## config.mk

```make
export PLATFORM = sky130hd
export DESIGN_NAME = id_ex_pipe_reg
export DESIGN_NICKNAME = d
export VERILOG_FILES = /design/src/rtl/id_ex_pipe_reg_pkg.sv /design/src/rtl/id_ex_pipe_reg_imm_ext.sv /design/src/rtl/id_ex_pipe_reg.sv
export SDC_FILE = /design/constraint.sdc
export NUM_CORES = 1
export LEC_CHECK = 0
export CORE_ASPECT_RATIO = 2
export CORE_MARGIN = 1
export CORE_UTILIZATION = 44
export CTS_BUF_LIST = sky130_fd_sc_hd__clkbuf_2
export CTS_CLUSTER_DIAMETER = 200
export DETAILED_ROUTE_END_ITERATION = 10
export GPL_ROUTABILITY_DRIVEN = 0
export PLACE_DENSITY_LB_ADDON = 0.12
export SLEW_MARGIN = 20
export SYNTH_ARGS = -nofsm -noshare
export SYNTH_HDL_FRONTEND = slang
export SYNTH_HIERARCHICAL = 1
export SYNTH_SLANG_ARGS = --single-unit
```

## constraint.sdc

```tcl
create_clock -name clk -period 3.7 [get_ports clk]
set_input_delay 0.925 -clock clk [delete_from_list [all_inputs] [get_ports clk]]
set_output_delay 0.925 -clock clk [all_outputs]
set_load 0.1 [all_outputs]
```

## src/rtl/id_ex_pipe_reg_pkg.sv

```systemverilog
// Shared definitions for the ID/EX boundary:
// immediate form codes, halt opcode, slot bundle.
package id_ex_pipe_reg_pkg;

  localparam int         CTRL_W_DEF  = 8;
  localparam logic [4:0] HALT_OP_DEF = 5'b00000;

  localparam logic [2:0] EXT_Z5  = 3'b000;
  localparam logic [2:0] EXT_S5  = 3'b001;
  localparam logic [2:0] EXT_Z8  = 3'b010;
  localparam logic [2:0] EXT_S8  = 3'b011;
  localparam logic [2:0] EXT_S11 = 3'b100;

  typedef enum logic {
    RUN    = 1'b0,
    HALTED = 1'b1
  } state_t;

  typedef struct packed {
    logic        valid;
    logic [15:0] pc_inc;
    logic [15:0] rs_data;
    logic [15:0] rt_data;
    logic [15:0] imm;
    logic [2:0]  rd_addr;
  } id_ex_t;

  localparam id_ex_t ID_EX_BUBBLE = '0;

endpackage

```

## src/rtl/id_ex_pipe_reg_imm_ext.sv

```systemverilog
// Immediate builder: instruction word plus form
// select gives the 16-bit immediate and an illegal flag.
module zext_5b (
  input  logic [4:0]  in,
  output logic [15:0] out
);

  assign out = {11'b0, in};

endmodule

module imm_ext_16
  import id_ex_pipe_reg_pkg::*;
(
  input  logic [15:0] instr,
  input  logic [2:0]  sel,
  output logic [15:0] imm,
  output logic        illegal
);

  logic [15:0] z5;

  zext_5b u_zext_5b (
    .in  (instr[4:0]),
    .out (z5)
  );

  // Select the extension form; unknown codes give zero.
  always_comb begin
    imm     = '0;
    illegal = 1'b0;
    unique case (sel)
      EXT_Z5:  imm = z5;
      EXT_S5:  imm = {{11{instr[4]}}, instr[4:0]};
      EXT_Z8:  imm = {8'b0, instr[7:0]};
      EXT_S8:  imm = {{8{instr[7]}}, instr[7:0]};
      EXT_S11: imm = {{5{instr[10]}}, instr[10:0]};
      default: illegal = 1'b1;
    endcase
  end

endmodule

```

## src/rtl/id_ex_pipe_reg.sv

```systemverilog
// ID/EX pipeline register with stall, flush,
// bubble insertion, halt FSM and sticky err.
module id_ex_pipe_reg
  import id_ex_pipe_reg_pkg::*;
#(
  parameter int         CTRL_W  = CTRL_W_DEF,
  parameter logic [4:0] HALT_OP = HALT_OP_DEF
) (
  input  logic              clk,
  input  logic              rst,
  input  logic              id_valid,
  input  logic [15:0]       id_instr,
  input  logic [15:0]       id_pc_inc,
  input  logic [15:0]       id_rs_data,
  input  logic [15:0]       id_rt_data,
  input  logic [2:0]        id_rd_addr,
  input  logic [2:0]        id_ext_sel,
  input  logic [CTRL_W-1:0] id_ctrl,
  input  logic              stall,
  input  logic              flush,
  output logic              ex_valid,
  output logic [15:0]       ex_pc_inc,
  output logic [15:0]       ex_rs_data,
  output logic [15:0]       ex_rt_data,
  output logic [15:0]       ex_imm,
  output logic [2:0]        ex_rd_addr,
  output logic [CTRL_W-1:0] ex_ctrl,
  output logic              ex_halt,
  output logic              err
);

  logic [15:0] imm;
  logic        illegal;
  logic        is_halt;
  id_ex_t      id_d;
  id_ex_t      ex_q;
  logic [CTRL_W-1:0] ctrl_q;
  state_t      state;

  imm_ext_16 u_imm_ext_16 (
    .instr   (id_instr),
    .sel     (id_ext_sel),
    .imm     (imm),
    .illegal (illegal)
  );

  assign is_halt = (id_instr[15:11] == HALT_OP);

  assign id_d = '{
    valid:   1'b1,
    pc_inc:  id_pc_inc,
    rs_data: id_rs_data,
    rt_data: id_rt_data,
    imm:     imm,
    rd_addr: id_rd_addr
  };

  // Slot registers and halt FSM, priority
  // rst > flush > halted > stall > load.
  always_ff @(posedge clk) begin
    if (rst) begin
      ex_q   <= ID_EX_BUBBLE;
      ctrl_q <= '0;
      state  <= RUN;
      err    <= 1'b0;
    end else if (flush) begin
      ex_q   <= ID_EX_BUBBLE;
      ctrl_q <= '0;
      state  <= RUN;
    end else if (state == HALTED) begin
      ex_q   <= ID_EX_BUBBLE;
      ctrl_q <= '0;
    end else if (!stall) begin
      unique case (1'b1)
        !id_valid: begin
          ex_q   <= ID_EX_BUBBLE;
          ctrl_q <= '0;
        end
        illegal: begin
          ex_q   <= ID_EX_BUBBLE;
          ctrl_q <= '0;
          err    <= 1'b1;
        end
        default: begin
          ex_q   <= id_d;
          ctrl_q <= id_ctrl;
          if (is_halt) state <= HALTED;
        end
      endcase
    end
  end

  assign ex_valid   = ex_q.valid;
  assign ex_pc_inc  = ex_q.pc_inc;
  assign ex_rs_data = ex_q.rs_data;
  assign ex_rt_data = ex_q.rt_data;
  assign ex_imm     = ex_q.imm;
  assign ex_rd_addr = ex_q.rd_addr;
  assign ex_ctrl    = ctrl_q;
  assign ex_halt    = (state == HALTED);

endmodule
```

==> flow_metrics.py <==
metrics = {
    "outcome": {
        "outcome": "completed",
    },
    "grt": {
        "grt-ovfl-total": 0,
        "grt_pass1_wl_um": 12500,
        "track_usage_pct": 23.0,
        "grt_pass1_vias": 2630,
        "grt_max_degree": 51,
        "antenna_found_initial": 1,
    },
    "timing": {
        "fin_skew_ns": 0.0287,
        "slew_violations": 0,
        "rsz0062_at_grt": "no",
        "setup_viol": 0,
        "relSlewSlack_pct": 32.2,
        "finalCritPeriodShare_pct": 80.7,
        "finalHoldViolCount": 0,
        "post-route-min-period_ns": 2.99,
        "setup_tns_ns": 0,
        "fmax_ghz": 0.335,
        "worst_pin_slew_ns": 1.01,
    },
    "synth": {
        "synthTopCellsByArea": "dfxtp_1 50%, a22oi_1 18%, nor2_1 9.2%",
        "yosys_warnings": 6,
        "yosysTopAreaCellShare_pct": 49.7,
        "avgSynthCellArea_um2": 9.54,
        "syn_area_um2": 3140,
        "synth_top_cell_by_area": "dfxtp_1",
        "synth.distinct_cells": 33,
        "synth_cells": 329,
        "synth_seq_cells": 78,
        "yosysSeqAreaShare_pct": 49.7,
    },
    "clock_network": {
        "cts_resized": 0,
        "cts.clk_slew.worst_paths_ns": 0.21,
        "cts_hold_buf": 0,
        "postCtsSetupBuffers": 0,
        "cts_buffers": 9,
        "clock_path_buffers": 2,
        "cts_tree": "yes",
        "clockRootBuffer": "clkbuf_2",
        "insertion_delay_ns": 0.52,
        "clkSinkCount": 78,
        "cts_htree_levels": 3,
    },
    "detailed_routing": {
        "dr.pass1.iters": 7,
        "routed_wl_um": 8310,
        "viasPerCell": 5.14,
        "drt_iter0_drc": 214,
        "wire_per_inst_um": 14.7,
        "routed-via-count": 2914,
        "ant_nets": 0,
        "drc_errors": 0,
    },
    "floorplan": {
        "initial_utilization_pct": 45.2,
        "die_w_um": 61.7,
        "die_y_um": 121,
        "design.core.area_um2": 6940,
        "ios": 161,
        "row_count": 43,
        "die-area_um2": 7500,
    },
    "power": {
        "total_power_mw": 1.54,
        "power.leakage_nw": 1.70,
        "vdd_drop_max_v": 0.000281,
        "power_density_nw_per_um2": 328,
    },
    "critical_path": {
        "critical_path_class": "reg2out",
        "end_kind": "output port",
        "rr_worst_depth": 3,
        "cp_num_cells": 1,
        "cp_cell_sequence": "clkdlybuf4s50_1",
        "critPathLaunchType": "flip-flop",
        "cpMaxStageDelayCell": "clkdlybuf4s50_1",
        "critical-path-max-stage-delay_ns": 1.15,
        "cp_data_arrival_time_ns": 2.06,
        "crit_family": "buffers and inverters",
        "cp_num_buf_inv": 1,
        "required_ns": 2.77,
        "crit_path_max_fanout": 2,
    },
    "cells_and_area": {
        "drive_above_1_share_pct": 6.72,
        "area_delta_synth_final_pct": 49.9,
        "fillers": 586,
        "layout_common_cells": "153 x clkdlybuf4s50_1, 78 x dfxtp_1, 77 x nor2_1, 75 x a22oi_1, 12 x buf_4",
        "nets": 554,
        "final_common_cell": "clkdlybuf4s50_1",
    },
    "worst_hold_path": {
        "hold_class": "reg2reg",
        "worstHoldPathCells": 2,
    },
    "place": {
        "port_buffers": 160,
        "hpwl_um": 5900,
    },
    "job": {
        "maxCapViolCount": 0,
    },
}
-- synthesized netlist by cell type --
master	number
or2_1	1
nor2_1	77
a22o_1	1
xnor2_1	1
o22ai_1	1
nand4b_1	1
or3_1	1
inv_1	2
o21ai_0	3
a31oi_1	1
mux2_2	1
o211ai_4	1
buf_6	9
a22oi_1	75
a21o_1	6
conb_1	1
o32ai_1	1
nand4bb_1	1
o211ai_1	3
and2_1	1
dfxtp_1	78
nand2_1	2
o21ai_1	2
buf_2	7
mux2i_1	9
nand3_1	3
nor3b_4	1
nor2_4	2
a21oi_1	1
nor3_1	2
buf_4	17
nand3b_1	4
clkbuf_1	13
-- power breakdown --
group / internal, mW / total (mW) / switching [mW]
Clock: 0.0830 / 0.365 / 0.282
Sequential: 0.854 / 0.860 / 0.00604
Combinational: 0.136 / 0.320 / 0.184
Total: 1.07 / 1.54 / 0.472
-- sequential cells by signal, summed over array words and instances, names as in the netlist --
register    count
ex_imm         16
ex_pc_inc      16
ex_rs_data     16
ex_rt_data     16
ex_ctrl         8
ex_rd_addr      3
err             1
ex_halt         1
ex_valid        1
-- cell type report --
class | instances | area [µm²] | share of cell area, %
antenna | 1 | 2.50 | 0.0532
timing repair buffer | 167 | 1650 | 35.0
tap | 90 | 113 | 2.39
inverter | 2 | 7.51 | 0.160
clock inverter | 6 | 28.8 | 0.612
clock buffer | 10 | 50.0 | 1.06
sequential | 78 | 1560 | 33.2
multi-input combinational | 213 | 1300 | 27.5
-- through the flow --
stage | util, % | std cells | worst slack, ns | hold WS [ns] | area (µm²)
6_report | 67.8 | 567 | 0.713 | 0.476 | 4710
2_1_floorplan | - | 339 | 1.34 | 0.887 | 3180
5_1_grt | 67.8 | 567 | 0.614 | 0.519 | 4710
3_3_place_gp | 66.6 | 550 | 0.717 | 0.443 | 4620
4_1_cts | 67.8 | 566 | 0.660 | 0.473 | 4700
3_5_place_dp | 66.6 | 550 | 0.639 | 0.453 | 4620
-- final timing paths --
path	start	endpoint	slack, ns
setup / recovery	ex_imm[1]$_SDFFE_PP0N_	ex_imm[1]	0.71
hold / removal	err$_SDFFE_PP0P_	err$_SDFFE_PP0P_	0.48
hold reg to reg	err$_SDFFE_PP0P_	err$_SDFFE_PP0P_	0.48
setup reg to reg	ex_halt$_SDFF_PP0_	ex_imm[5]$_SDFFE_PP0N_	2.23
-- metal layers --
layer  share of wire [%]  GRT usage, %  vias up
li1                    -             -     1429
met1                  37          24.4     1343
met2                  54          39.9      128
met3                 6.4          6.82       14
met4                 2.3          10.1        0
met5                   0             0        -
-- cell families (layout without fill, tap and decap cells) --
logic type,count (synthesis),in the layout,share of synthesized area [%]
AND/OR/NAND/NOR,96,96,13.8
AO/OA/AOI/OAI,95,95,22.7
flip-flops,78,78,49.7
buffers and inverters,48,185,10.2
multiplexers,10,10,3.23
other,1,12,0.119
XOR/XNOR,1,1,0.279
(Power assumes the default switching activity.)
